<file path="src/rtl/traffic_control_adaptive.sv">
// Adaptive round-robin traffic light controller with all-red clearance and emergency preemption.
// Optional end-of-round pedestrian walk interval is enabled by defining TRAFFIC_PED_PHASE_EN.

module traffic_control_adaptive #(
  parameter int N_DIR         = 4,
  parameter int DW            = 2,
  parameter int GREEN_UNIT    = 4,
  parameter int YELLOW_CYCLES = 4,
  parameter int ALLRED_CYCLES = 2
`ifdef TRAFFIC_PED_PHASE_EN
  ,
  parameter int PED_CYCLES    = 8
`endif
) (
  input  logic                     clk,
  input  logic                     rst_a,
  input  logic [N_DIR*DW-1:0]      traffic_density,
  input  logic                     emg_req,
  input  logic [$clog2(N_DIR)-1:0] emg_dir,
`ifdef TRAFFIC_PED_PHASE_EN
  input  logic                     ped_req,
  output logic                     walk,
`endif
  output logic [3*N_DIR-1:0]       lights,
  output logic [$clog2(N_DIR)-1:0] active_dir,
  output logic [1:0]               phase,
  output logic                     emg_active
);

  localparam int DIRW      = $clog2(N_DIR);
  localparam int GREEN_MAX = GREEN_UNIT * (2 ** DW);
  localparam int T0        = (GREEN_MAX > YELLOW_CYCLES) ? GREEN_MAX : YELLOW_CYCLES;
  localparam int T1        = (T0 > ALLRED_CYCLES) ? T0 : ALLRED_CYCLES;
`ifdef TRAFFIC_PED_PHASE_EN
  localparam int TMAX      = (T1 > PED_CYCLES) ? T1 : PED_CYCLES;
`else
  localparam int TMAX      = T1;
`endif
  localparam int TW        = $clog2(TMAX + 1);

  localparam logic [TW-1:0]      T_ONE    = TW'(1);
  localparam logic [DIRW-1:0]    LAST_DIR = DIRW'(N_DIR - 1);
  localparam logic [DIRW:0]      NDIR_L   = (DIRW + 1)'(N_DIR);
  localparam logic [3*N_DIR-1:0] ALL_RED  = {N_DIR{3'b100}};

  typedef enum logic [1:0] {
    ALLRED    = 2'b00,
    GREEN     = 2'b01,
    YELLOW    = 2'b10,
    EMG_GREEN = 2'b11
  } state_t;

  state_t            state, state_n;
  logic [TW-1:0]     timer, timer_n;
  logic [DIRW-1:0]   active_n;
  logic [DIRW-1:0]   next_dir, next_n;
  logic [DW-1:0]     dens_sel;
  logic              emg_valid;
  logic              take_exit;
`ifdef TRAFFIC_PED_PHASE_EN
  logic              walk_n;
  logic              ped_flag;
  logic              ped_due, ped_due_n;
  logic              ped_clr;
`endif

  function automatic logic [TW-1:0] green_load(input logic [DW-1:0] d);
    return TW'(GREEN_UNIT * (int'(d) + 1));
  endfunction

  function automatic logic [DIRW-1:0] step_dir(input logic [DIRW-1:0] d);
    return (d == LAST_DIR) ? '0 : d + DIRW'(1);
  endfunction

  function automatic logic [3*N_DIR-1:0] lamp_decode(input state_t s, input logic [DIRW-1:0] d);
    logic [3*N_DIR-1:0] l;
    l = ALL_RED;
    for (int i = 0; i < N_DIR; i++) begin
      if (i == int'(d)) begin
        if (s == GREEN || s == EMG_GREEN) l[3*i +: 3] = 3'b001;
        else if (s == YELLOW)             l[3*i +: 3] = 3'b010;
      end
    end
    return l;
  endfunction

  // An out-of-range emergency direction is treated as no request at all.
  assign emg_valid = emg_req && ({1'b0, emg_dir} < NDIR_L);
  assign dens_sel  = traffic_density[int'(next_dir) * DW +: DW];
  assign phase     = state;

  always_comb begin
    state_n   = state;
    timer_n   = (timer != '0) ? timer - T_ONE : timer;
    active_n  = active_dir;
    next_n    = next_dir;
    take_exit = 1'b0;
`ifdef TRAFFIC_PED_PHASE_EN
    walk_n    = walk;
    ped_due_n = ped_due;
    ped_clr   = 1'b0;
`endif
    case (state)
      ALLRED: begin
        if (timer <= T_ONE) begin
`ifdef TRAFFIC_PED_PHASE_EN
          if (ped_due && !walk) begin
            walk_n  = 1'b1;
            timer_n = TW'(PED_CYCLES);
          end else begin
            walk_n    = 1'b0;
            ped_due_n = 1'b0;
            ped_clr   = walk;
            take_exit = 1'b1;
          end
`else
          take_exit = 1'b1;
`endif
        end
      end
      GREEN: begin
        // Emergency on the served approach extends the green without a yellow.
        if (emg_valid && emg_dir == active_dir) begin
          state_n = EMG_GREEN;
        end else if (emg_valid || timer <= T_ONE) begin
          state_n = YELLOW;
          timer_n = TW'(YELLOW_CYCLES);
          next_n  = step_dir(active_dir);
        end
      end
      YELLOW: begin
        if (timer <= T_ONE) begin
          state_n = ALLRED;
          timer_n = TW'(ALLRED_CYCLES);
`ifdef TRAFFIC_PED_PHASE_EN
          ped_due_n = ped_flag && (active_dir == LAST_DIR);
`endif
        end
      end
      EMG_GREEN: begin
        timer_n = timer;
        if (!emg_req) begin
          state_n = YELLOW;
          timer_n = TW'(YELLOW_CYCLES);
          next_n  = step_dir(active_dir);
        end
      end
      default: ;
    endcase
    if (take_exit) begin
      if (emg_valid) begin
        state_n  = EMG_GREEN;
        active_n = emg_dir;
      end else begin
        state_n  = GREEN;
        active_n = next_dir;
        timer_n  = green_load(dens_sel);
      end
    end
  end

  always_ff @(posedge clk) begin
    if (!rst_a) begin
      state      <= ALLRED;
      timer      <= TW'(ALLRED_CYCLES);
      active_dir <= '0;
      next_dir   <= '0;
      lights     <= ALL_RED;
      emg_active <= 1'b0;
`ifdef TRAFFIC_PED_PHASE_EN
      walk       <= 1'b0;
      ped_flag   <= 1'b0;
      ped_due    <= 1'b0;
`endif
    end else begin
      state      <= state_n;
      timer      <= timer_n;
      active_dir <= active_n;
      next_dir   <= next_n;
      lights     <= lamp_decode(state_n, active_n);
      emg_active <= (state_n == EMG_GREEN);
`ifdef TRAFFIC_PED_PHASE_EN
      walk       <= walk_n;
      ped_flag   <= (ped_flag & ~ped_clr) | ped_req;
      ped_due    <= ped_due_n;
`endif
    end
  end

endmodule

</file>
<file path="config.mk">
export PLATFORM = sky130hd
export DESIGN_NAME = traffic_control_adaptive
export DESIGN_NICKNAME = d
export VERILOG_FILES = /design/src/rtl/traffic_control_adaptive.sv
export SDC_FILE = /design/constraint.sdc
export NUM_CORES = 1
export LEC_CHECK = 0
export CAP_MARGIN = 10
export CORE_MARGIN = 3
export CORE_UTILIZATION = 35
export DETAILED_ROUTE_END_ITERATION = 10
export GPL_TIMING_DRIVEN = 0
export PLACE_DENSITY = 0.65
export REMOVE_ABC_BUFFERS = 1
export SLEW_MARGIN = 40
export SYNTH_ARGS = -nofsm -noshare
export SYNTH_HDL_FRONTEND = slang
export SYNTH_SLANG_ARGS = --single-unit
</file>
<file path="constraint.sdc">
create_clock -name clk -period 2.1 [get_ports clk]
set_input_delay 0.21 -clock clk [delete_from_list [all_inputs] [get_ports clk]]
set_output_delay 0.21 -clock clk [all_outputs]
set_load 0.05 [all_outputs]
</file>
After elaboration in Yosys (flattened, before gate mapping)
Cells that the tools add are included.
{ "word_totals": {"out_inout_bits": 17, "reg_bits": 24, "inputBits": 13} }
{ "classes": {"reduce_logical": 12, "muxes": 26, "n_lt_le_gt_ge": 1, "n_eq_ne": 14, "add_sub_neg": 3, "shift": 1} }
{ "ops": {"columns": ["cell", "n"], "rows": [
  ["5-bit two-way mux", 7],
  ["2-bit two-way mux", 12],
  ["5-bit one-hot mux with 3 select lines", 1],
  ["2-bit == test (second input constant)", 5],
  ["2-bit AND reduction", 4],
  ["8-bit by 4-bit indexed part select with 2-bit output", 1],
  ["3-bit two-way mux", 2],
  ["2-bit inequality test (second input constant)", 3],
  ["2-bit one-hot mux with 3 select lines", 1],
  ["5-bit by 1-bit <= comparator with 1-bit output (second input constant)", 1],
  ["5-bit nonzero test", 1],
  ["5-bit by 1-bit subtractor with 5-bit output (second input constant)", 1],
  ["2-bit by 1-bit == test with 1-bit output (second input constant)", 2],
  ["2-bit == test (first input constant)", 2],
  ["2-bit logical NOT", 2],
  ["2-bit one-hot mux with 2 select lines", 1],
  ["4-bit AND reduction", 1],
  ["2-bit by 1-bit adder with 3-bit output (second input constant)", 1],
  ["2-bit by 1-bit adder with 2-bit output (second input constant)", 1],
  ["1-bit by 2-bit == test with 1-bit output (first input constant)", 1],
  ["2-bit == test", 1],
  ["1-bit logical OR", 2],
  ["1-bit two-way mux", 2],
  ["2-bit nonzero test", 1],
  ["1-bit logical AND", 1]
]} }

Logic depth before layout (Yosys ltp)
Gate-level depths: netlist of the first run.
{ "depth": {"depth_word": 9, "ltp_mapped": 8, "mapped_depth_nobuf": 7} }

Worst setup path after synthesis of the first run
No wires, ideal clock.
{ "synth_path": {"path_type": "register -> register", "from": "register timer[1]", "to": "register timer[0]", "n_path_buf": 1, "path_stages_with_launch": 9, "t_arrival_ns": 1.836, "path_slack_ns": 0.194, "cell_sequence": "dfxtp_1 inv_1 ha_1 or4b_1 buf_2 or4_1 o41ai_1 o21ai_1 a21oi_1"} }
{ "synth_via": {"elab_chain_len": 7, "elab_cells_between_ends": 12} }
{ "synth_rtl": {"columns": ["item", "line_no", "rtl"], "rows": [
  ["start: declaration", "54", "logic [TW-1:0] timer, timer_n;"],
  ["start signal: assignment", "165", "timer <= TW'(ALLRED_CYCLES);"],
  ["start signal: assignment", "177", "timer <= timer_n;"],
  ["5-bit by 1-bit <= comparator with 1-bit output or 5-bit nonzero test (tied branches)", null, null],
  ["1-bit logical OR or 5-bit two-way mux (tied branches)", "125, 94", null],
  ["5-bit two-way mux", "125", "end else if (emg_valid || timer <= T_ONE) begin"],
  ["5-bit two-way mux", "123", "if (emg_valid && emg_dir == active_dir) begin"],
  ["5-bit one-hot mux with 3 select lines", "103", "case (state)"],
  ["5-bit two-way mux", "151", "if (emg_valid) begin"],
  ["5-bit two-way mux *", "150", "if (take_exit) begin"]
]} }
Every way passes the cells marked *; elsewhere a longest branch is shown, timed or not.
A chain may end at the register's enable or synchronous reset.

Worst setup path after layout of the first run
Ends and elaborated chain as after synthesis.

==> reports/results.tsv, run 1 <==
stage	metric	value	unit
timing	fmax	506.5	MHz
floorplan	ios	30	
power_and_ir_drop	p_leak	0.6854	nW
critical_path	worst_ep_required_time	2300	ps
clocking	cts_root_buf	clkbuf_8	
timing	rsz0062_at_grt	false	
grt	grt_pass1_wl	5568	um
floorplan	dieArea	0.004764	sq mm
synth	synth_cell_types	43	
place	dp_slack	-212.5	ps
timing	fin_crit	1974	ps
floorplan	rows	22	
critical_path	critPathMaxFanout	5	
synth	syn_inst	174	
floorplan	coreArea	0.003744	sq mm
detailed_routing	routed_wl	3340	um
critical_path	max_stage_delay	490	ps
clocking	clockBufferDepth	2	
synth	synth_area	0.001390	sq mm
timing	worst_pin_slew	706.1	ps
timing	finalCritPeriodShare	0.9402	
finish	diodes	0	
synth	yosysSeqAreaShare	0.3456	
critical_path	crit_path_cell_trace	inv_2 -> ha_2 -> or4b_4 -> or4_1 -> o41ai_1 -> o21ai_1 -> a21oi_1	
timing	setup_viol	0	
floorplan	die_h	69.02	um
status	status	finished, final reports clean	
power_and_ir_drop	p_per_area	1377	mW/mm^2
synth	syn_avg_cell_area	7.989	sq um
finish	syn2layout_area_growth	29.61	%
timing	finalWorstSetupSlack	125.5	ps
job	drv_cap	0	
clocking	numCtsBuffers	3	
detailed_routing	ant_nets	0	
clocking	cts_tree	done	
grt	grtUsageTotal	0.1371	
clocking	cts-htree-levels	1	
detailed_routing	dr.pass1.iters	4	
power_and_ir_drop	peakVddDrop	0.0007387	V
critical_path	critical-path-slowest-cell	or4b_4	
detailed_routing	wl_per_cell	13.63	um
clocking	hold_buffers	0	
min_path	hold_class	input port to flip-flop	
timing	hold_viol_final	0	
detailed_routing	drc_errors	0	
finish	drive_above_1_share	0.08629	
grt	overflow	0	
detailed_routing	first_iter_violations	66	
synth	ys_warn_count	0	
critical_path	reg2reg_setup_slack	130	ps
place	dp_hpwl	2432	um
synth	ys_ff_latch	24	
floorplan	initial_core_util	0.3713	
critical_path	arrival	2170	ps
grt	grt_pass1_vias	1228	
finish	nNetsFinal	216	
place	gp_congestion	0.8259	
timing	slew_violations	0	
synth	synth_enable_flop_cells	0	
grt	grt_start_max_net_pins	24	
clocking	clk_pin_slew_worst_paths	90	ps
detailed_routing	route.vias.total	1343	
timing	max_slew_margin	0.5285	
critical_path	path_class	flip-flop to flip-flop	
place	port_buffers	29	
clocking	cts.sinks	24	
finish	post-route-util	0.4813	
grt	antenna_found_initial	0	
critical_path	start_kind	flip-flop	
critical_path	critPathCaptureType	flip-flop	
synth	synthArstFlopShare	0	
timing	fin_worst_skew	3.439	ps
floorplan	fp.dieW	69.02	um
clocking	insertion_delay	270	ps
detailed_routing	detail_route.vias_per_cell	5.482	
synth	synthFlopType	dfxtp_1	
==> layout by cell type (no fill, tap or decap), types with 2 or more instances in the layout <==
| cell type | synthesis | layout |
|---|---|---|
| mux4_2 | 2 | 2 |
| nand2_1 | 18 | 18 |
| o21a_1 | 2 | 2 |
| nor2b_1 | 5 | 5 |
| inv_1 | 7 | 5 |
| a21oi_1 | 9 | 9 |
| inv_2 | 1 | 3 |
| nand3_1 | 8 | 8 |
| nor2_1 | 13 | 13 |
| o31ai_1 | 2 | 2 |
| a211oi_1 | 3 | 3 |
| dfxtp_2 | 0 | 2 |
| o21ai_0 | 7 | 7 |
| mux2i_1 | 2 | 2 |
| and2_1 | 6 | 6 |
| ha_1 | 5 | 4 |
| o22ai_1 | 2 | 2 |
| xor2_1 | 3 | 3 |
| clkbuf_8 | 0 | 3 |
| nand3b_1 | 3 | 3 |
| nor3b_1 | 2 | 2 |
| nor3_1 | 6 | 5 |
| o21ai_1 | 10 | 10 |
| nand2b_1 | 4 | 4 |
| o32ai_1 | 2 | 2 |
| clkdlybuf4s50_1 | 0 | 27 |
| dfxtp_1 | 24 | 22 |
| dlymetal6s2s_1 | 0 | 2 |
==> cells in the mapped netlist (3+ instances only) <==
library cell,instances,area share
a211oi_1,3,0.016
a21oi_1,9,0.032
and2_1,6,0.027
buf_2,3,0.011
clkbuf_1,8,0.022
dfxtp_1,24,0.35
ha_1,5,0.045
inv_1,7,0.019
nand2_1,18,0.049
nand2b_1,4,0.018
nand3_1,8,0.029
nand3b_1,3,0.016
nor2_1,13,0.035
nor2b_1,5,0.023
nor3_1,6,0.022
o21ai_0,7,0.025
o21ai_1,10,0.036
xor2_1,3,0.019
==> sequential cells by signal, summed over array words and instances (netlist names) <==
register and cells:
active_dir 2, emg_active 1, lights 12, next_dir 2
phase 2, timer 5
==> kinds of logic (layout without fill, tap and decap cells) <==
group / Yosys count / after routing / share of synthesized area
and+or+nand+nor: 69 / 69 / 0.2520
AOI/OAI and AO/OA: 49 / 49 / 0.2295
DFF: 24 / 24 / 0.3456
buffers and inverters: 19 / 42 / 0.05400
adders and majority gates: 5 / 5 / 0.04500
muxes: 5 / 5 / 0.05490
xor gates and xnor gates: 3 / 3 / 0.01891
==> worst paths after layout <==
| path | end | start | cells past startpoint |
|---|---|---|---|
| setup / recovery | timer[0] | timer[1] | 7 |
| hold / removal | emg_active | emg_req | 3 |
| setup reg to reg | timer[0] | timer[1] | 7 |
| hold reg to reg | timer[0] | timer[0] | 2 |
==> area by class of cell <==
class                   count  area [sq um]
repair buffers             30         302.8
fillers                   376          1942
clock buffers               3         41.29
clock inverters             1         30.03
inverters                   8         30.03
well taps                  48         60.06
multi-input cells         131         854.6
flip-flops and latches     24         483.0
==> worst max-delay path, delay by kind of cell, from the launching register on <==
kind	cells	cell delay [ps]
AOI/OAI and AO/OA	3	360
adders and majority gates	1	190
and+or+nand+nor	2	910
buffers and inverters	1	100
DFF	1	340
==> stage by stage <==
stage          setup TNS, ps  cells  power, mW  instance area [sq um]  hold WS [ps]
6_report                   0    245      2.481                   1802         523.5
5_1_grt                    0    245      2.651                   1802         567.7
4_1_cts                    0    244      2.427                   1775         548.2
3_5_place_dp           -1424    240      2.003                   1695         531.7
3_3_place_gp           -1525    240      1.984                   1695         528.6
2_1_floorplan         -44.72    163      1.650                   1345         271.9
==> report_power, final <==
group          internal, mW  switching, mW  total (mW)
Combinational         0.524          0.796        1.32
Sequential            0.567          0.180       0.746
Clock                 0.255          0.159       0.414
Total                  1.35           1.14        2.48
==> per-layer routing <==
layer,track usage,up-vias,wire length (um)
met5,0,-,0
met4,0.04989,0,46
met3,0.01895,8,189
met2,0.2394,49,1642
met1,0.1701,616,1463
li1,-,670,-
==> repair_timing <==
action | CTS | global route
hold endpoints to repair | 0 | 0
setup endpoints to repair | 5 | 11
pin swaps | 0 | 1
setup buffers | 0 | 1
resized for setup | 3 | 9
Note: power is estimated with default switching activity, not from simulation.
==> run 2: changes to the inputs <==
--- a/config.mk
+++ b/config.mk
@@ -6,6 +6,7 @@
 export NUM_CORES = 1
 export LEC_CHECK = 0
 export CAP_MARGIN = 10
+export CORE_ASPECT_RATIO = 1.75
 export CORE_MARGIN = 3
 export CORE_UTILIZATION = 35
 export DETAILED_ROUTE_END_ITERATION = 10
==> reports/results.tsv, run 2 (same netlist as run 1, synthesis figures left out) <==
stage	metric	value	unit	change
clocking	clk_pin_slew_worst_paths	90	ps	about the same
clocking	cts_root_buf	clkbuf_8		unchanged
timing	finalCritPeriodShare	0.9390		was 0.9402
timing	rsz0062_at_grt	false		unchanged
detailed_routing	first_iter_violations	47		was 66
critical_path	reg2reg_depth	7		unchanged
critical_path	critPathMaxFanout	7		was 5
floorplan	ios	30		unchanged
floorplan	rows	29		was 22
timing	fin_crit	1972	ps	was 1974 ps
status	status	finished, final reports clean		unchanged
clocking	cts-htree-levels	1		unchanged
finish	post-route-util	0.4824		was 0.4813
critical_path	reg2reg_setup_slack	130	ps	about the same
detailed_routing	detail_route.vias_per_cell	5.674		was 5.482
min_path	holdPathStages	3		unchanged
floorplan	die_h	89.37	um	was 69.02 um
place	dpl.cell_count	238		was 240
place	placed_area	0.001693	sq mm	was 0.001695 sq mm
floorplan	coreArea	0.003737	sq mm	was 0.003744 sq mm
clocking	numCtsBuffers	3		unchanged
critical_path	worst_ep_required_time	2310	ps	was 2300 ps
power_and_ir_drop	peakVddDrop	0.0006243	V	was 0.0007387 V
timing	slew_violations	0		unchanged
grt	antenna_found_initial	0		unchanged
critical_path	start_kind	flip-flop		unchanged
place	dp_hpwl	2631	um	was 2432 um
timing	max_slew_margin	0.4963		was 0.5285
grt	overflow	0		unchanged
floorplan	initial_core_util	0.3719		was 0.3713
detailed_routing	routed_wl	3553	um	was 3340 um
finish	nNetsFinal	215		was 216
grt	grt_pass1_wl	5961	um	was 5568 um
finish	top_register	lights		unchanged
critical_path	arrival	2180	ps	was 2170 ps
floorplan	dieArea	0.004794	sq mm	was 0.004764 sq mm
timing	worst_pin_slew	754.3	ps	was 706.1 ps
critical_path	max_stage_delay	520	ps	was 490 ps
finish	nFillCells	387		was 376
floorplan	fp.dieW	53.64	um	was 69.02 um
clocking	insertion_delay	270	ps	about the same
place	gp_congestion	0.8935		was 0.8259
finish	instances_no_fill	242		was 245
finish	final_cell_mix	clkdlybuf4s50_1, dfxtp_1, nand2_1		unchanged
grt	grt_start_max_net_pins	24		unchanged
clocking	clockBufferDepth	2		unchanged
finish	syn2layout_area_growth	29.70	%	was 29.61%
min_path	hold_path_startpoint	emg_req		unchanged
timing	setup_viol	0		unchanged
critical_path	critPathCaptureType	flip-flop		unchanged
finish	drive_above_1_share	0.08673		was 0.08629
grt	grt_pass1_vias	1355		was 1228
detailed_routing	wl_per_cell	14.68	um	was 13.63 um
critical_path	path_class	flip-flop to flip-flop		unchanged
finish	diodes	0		unchanged
finish	stdcell_area	0.001803	sq mm	was 0.001802 sq mm
critical_path	critical-path-slowest-cell	or4b_4		unchanged
critical_path	rr_startpoint	timer[1]		unchanged
finish	largestRegisters	lights (12), timer (5)		unchanged
detailed_routing	ant_nets	0		unchanged
timing	fin_worst_skew	9.726	ps	was 3.439 ps
power_and_ir_drop	p_per_area	1395	mW/mm^2	was 1377 mW/mm^2
min_path	holdPathEnd	emg_active		unchanged
job	drv_cap	0		unchanged
timing	hold_viol_final	0		unchanged
clocking	postCtsSetupBuffers	0		unchanged
timing	fmax	507.1	MHz	was 506.5 MHz
place	port_buffers	29		unchanged
finish	final_common_cell	clkdlybuf4s50_1		unchanged
timing	holdWs	561.3	ps	was 523.5 ps
finish	largest_reg_flops	12		unchanged
detailed_routing	drc_errors	0		unchanged
clocking	cts.sinks	24		unchanged
critical_path	crit_path_cell_trace	inv_2 -> ha_2 -> or4b_4 -> or4_1 -> o41ai_1 -> o21ai_1 -> a21oi_1		unchanged
detailed_routing	dr.pass1.iters	4		unchanged
detailed_routing	route.vias.total	1373		was 1343
clocking	cts_tree	done		unchanged
critical_path	r2r_end	timer[0]		unchanged
grt	grtUsageTotal	0.1649		was 0.1371
min_path	hold_class	input port to flip-flop		unchanged
power_and_ir_drop	p_leak	0.6715	nW	was 0.6854 nW
-- run 2: per-stage QoR --
step	power [mW]	setup WS, ps	TNS, ps
after floorplan	1.650	-23.16	-44.72
after global placement	1.992	-246.2	-1322
after detailed placement	2.028	-337.4	-2195
after CTS	2.460	47.54	0
after global routing	2.710	8.089	0
final	2.514	128.0	0
-- run 2: worst max path at each step --
| stage | startpoint | end | slack (ps) | cells past startpoint |
|---|---|---|---|---|
| finish | timer[1] | timer[0] | 130 | 7 |
| global route | timer[0] | timer[0] | 8 | 7 |
| CTS | timer[1] | timer[0] | 50 | 7 |
| detailed placement | emg_req | lights[0] | -340 | 5 |
| global placement | emg_req | lights[0] | -250 | 5 |
| floorplan | phase[0] | lights[0] | -20 | 5 |
-- run 2: layout make-up --
class,instances,area [sq um],share of cell area
inverter,8,30.03,0.01666
clock buffer,3,41.29,0.02290
sequential,24,481.7,0.2672
multi-input combinational,131,870.8,0.4830
clock inverter,1,30.03,0.01666
tap,46,57.56,0.03192
timing repair buffer,29,291.5,0.1617
-- run 2: what timing repair did --
action	CTS	global route
setup endpoints to repair	8	8
hold buffers	0	0
resized for setup	5	9
-- run 2: per-layer routing --
metal	wire, um	up-vias	GRT usage
li1	-	669	-
met2	1945	46	0.2994
met1	1355	648	0.1834
met5	0	-	0
met3	160	10	0.01669
met4	91	0	0.08140
-- run 2: critical path, delay by kind of cell (launching register included) --
family / cells / cell delay [ps]
buffers and inverters: 1 / 100
adder cells (fa/ha/maj): 1 / 200
flip-flops: 1 / 340
AND/OR/NAND/NOR: 2 / 930
AO/OA/AOI/OAI: 3 / 340
-- run 2: where the power goes --
group	switching [mW]	leakage (nW)	total, mW	internal, mW
combinational	0.822	0.440	1.35	0.531
clock	0.154	0.0357	0.409	0.255
sequential	0.188	0.196	0.753	0.565
total	1.16	0.672	2.51	1.35
==> run 3: changes to the inputs <==
--- a/config.mk
+++ b/config.mk
@@ -5,15 +5,14 @@
 export SDC_FILE = /design/constraint.sdc
 export NUM_CORES = 1
 export LEC_CHECK = 0
-export CAP_MARGIN = 10
 export CORE_ASPECT_RATIO = 1.75
 export CORE_MARGIN = 3
 export CORE_UTILIZATION = 35
 export DETAILED_ROUTE_END_ITERATION = 10
 export GPL_TIMING_DRIVEN = 0
 export PLACE_DENSITY = 0.65
-export REMOVE_ABC_BUFFERS = 1
 export SLEW_MARGIN = 40
 export SYNTH_ARGS = -nofsm -noshare
 export SYNTH_HDL_FRONTEND = slang
 export SYNTH_SLANG_ARGS = --single-unit
+export TNS_END_PERCENT = 100
==> reports/results.tsv, run 3 (same netlist as run 1, synthesis figures left out) <==
stage	metric	value	unit	change
finish	post-route-util	0.4921		was 0.4824
clocking	numCtsBuffers	3		unchanged
detailed_routing	detail_route.vias_per_cell	5.535		was 5.674
job	drv_cap	0		unchanged
detailed_routing	first_iter_violations	74		was 47
critical_path	arrival	2230	ps	was 2180 ps
finish	largestRegisters	lights (12), timer (5)		unchanged
clocking	cts_tree	done		unchanged
floorplan	initial_core_util	0.3719		unchanged
detailed_routing	ant_nets	0		unchanged
clocking	insertion_delay	280	ps	was 270 ps
power_and_ir_drop	switching_power	1.168	mW	was 1.164 mW
timing	fin_crit	2021	ps	was 1972 ps
detailed_routing	routed_wl	3689	um	was 3553 um
status	status	finished, final reports clean		unchanged
detailed_routing	wl_per_cell	14.52	um	was 14.68 um
timing	rsz0062_at_grt	true		was false
finish	syn2layout_area_growth	32.31	%	was 29.70%
power_and_ir_drop	seq_power_share	0.271		was 0.299
detailed_routing	route.vias.total	1406		was 1373
power_and_ir_drop	p_int	1.380	mW	was 1.351 mW
finish	nNetsFinal	227		was 215
floorplan	rows	29		unchanged
critical_path	critPathMaxFanout	7		unchanged
place	dp_hpwl	2740	um	was 2631 um
finish	final_cell_mix	clkdlybuf4s50_1, dfxtp_1, nand2_1		unchanged
timing	fmax	494.7	MHz	was 507.1 MHz
finish	top_register	lights		unchanged
grt	overflow	0		unchanged
clocking	clockBufferDepth	2		unchanged
floorplan	fp.dieW	53.64	um	unchanged
power_and_ir_drop	comb_power_share	0.564		was 0.538
detailed_routing	drc_errors	0		unchanged
grt	grtUsageTotal	0.1720		was 0.1649
critical_path	path_class	flip-flop to flip-flop		unchanged
timing	slew_violations	0		unchanged
timing	worst_pin_slew	573.1	ps	was 754.3 ps
power_and_ir_drop	switching_share	0.4584		was 0.4629
place	port_buffers	28		was 29
timing	fin_worst_skew	9.857	ps	was 9.726 ps
grt	antenna_found_initial	0		unchanged
clocking	clk_pin_slew_worst_paths	100	ps	was 90 ps
clocking	hold_buffers	0		unchanged
critical_path	worst_ep_required_time	2310	ps	about the same
timing	max_slew_margin	0.6167		was 0.4963
floorplan	die_h	89.37	um	unchanged
floorplan	dieArea	0.004794	sq mm	unchanged
power_and_ir_drop	p_leak	0.6860	nW	was 0.6715 nW
timing	hold_viol_final	0		unchanged
floorplan	ios	30		unchanged
power_and_ir_drop	power_frac_clock	0.164		was 0.163
timing	finalCritPeriodShare	0.9625		was 0.9390
finish	final_common_cell	clkdlybuf4s50_1		unchanged
finish	nFillCells	371		was 387
grt	grt_pass1_vias	1364		was 1355
clocking	cts-htree-levels	1		unchanged
grt	grt_pass1_wl	6092	um	was 5961 um
critical_path	reg2reg_depth	8		was 7
clocking	cts.sinks	24		unchanged
clocking	cts_root_buf	clkbuf_8		unchanged
critical_path	critPathCaptureType	flip-flop		unchanged
finish	diodes	0		unchanged
timing	setup_viol	0		unchanged
power_and_ir_drop	fin_total_pwr	2.547	mW	was 2.514 mW
min_path	holdPathStages	4		was 3
place	gp_congestion	0.9107		was 0.8935
power_and_ir_drop	p_per_area	1385	mW/mm^2	was 1395 mW/mm^2
finish	drive_above_1_share	0.08654		was 0.08673
power_and_ir_drop	peakVddDrop	0.001009	V	was 0.0006243 V
detailed_routing	dr.pass1.iters	4		unchanged
critical_path	start_kind	flip-flop		unchanged
floorplan	coreArea	0.003737	sq mm	unchanged
synth	syn_nets	192		
grt	grt_start_max_net_pins	15		was 24
min_path	hold_class	input port to flip-flop		unchanged
finish	largest_reg_flops	12		unchanged
## run 3: worst paths after layout
kind / from / to / slack [ps]
hold reg to reg: timer[0] / timer[0] / 520
hold / removal: rst_a / lights[11] / 340
setup reg to reg: timer[0] / timer[0] / 80
setup / recovery: timer[0] / timer[0] / 80
## run 3: cell type report
class / count / area (sq um) / share of cell area
inverters: 8 / 30.03 / 0.01633
clock buffers: 3 / 41.29 / 0.02245
repair buffers: 30 / 295.3 / 0.1605
well taps: 46 / 57.56 / 0.03129
plain buffers: 11 / 51.30 / 0.02789
multi-input cells: 131 / 852.1 / 0.4633
flip-flops and latches: 24 / 481.7 / 0.2619
clock inverters: 1 / 30.03 / 0.01633
## run 3: metrics by stage
step           hold WS (ps)  area, sq um  std cells  setup TNS, ps  setup slack, ps
3_3_place_gp          524.0         1728        248         -703.4           -149.9
4_1_cts               347.7         1805        252              0            14.85
2_1_floorplan         450.4         1390        174              0            194.0
5_1_grt               402.5         1839        254         -7.659           -7.659
6_report              343.0         1839        254              0            78.72
3_5_place_dp          532.3         1728        248         -845.0           -177.2
## run 3: per-layer routing
metal | global-route usage | vias to the layer above | wire (um)
met4 | 0.09535 | 0 | 84
met5 | 0 | - | 0
met2 | 0.3061 | 40 | 2049
met3 | 0.02337 | 9 | 160
li1 | - | 697 | -
met1 | 0.1887 | 660 | 1394
## run 3: repair_timing
item	in CTS	in global routing
endpoints found under the setup margin	5	9
pin swaps	0	2
endpoints found under the hold margin	0	0
resized for setup	1	8
buffers inserted	0	2
## run 3: power groups by stage
stage                     Combinational [mW]  Clock [mW]  Sequential, mW
after global routing                    1.58       0.440           0.712
after CTS                               1.39       0.424           0.685
after global placement                  1.36           0           0.693
after floorplan                        0.806           0           0.885
final                                   1.44       0.418           0.692
after detailed placement                1.37           0           0.695
## run 3: worst max-delay path, cell delays in order, from the launching register on
cell,delay [ps]
dfxtp_2,350
inv_1,100
ha_2,180
or4b_4,450
buf_6,150
or4_1,400
o41ai_1,80
o21ai_1,90
a21oi_1,140
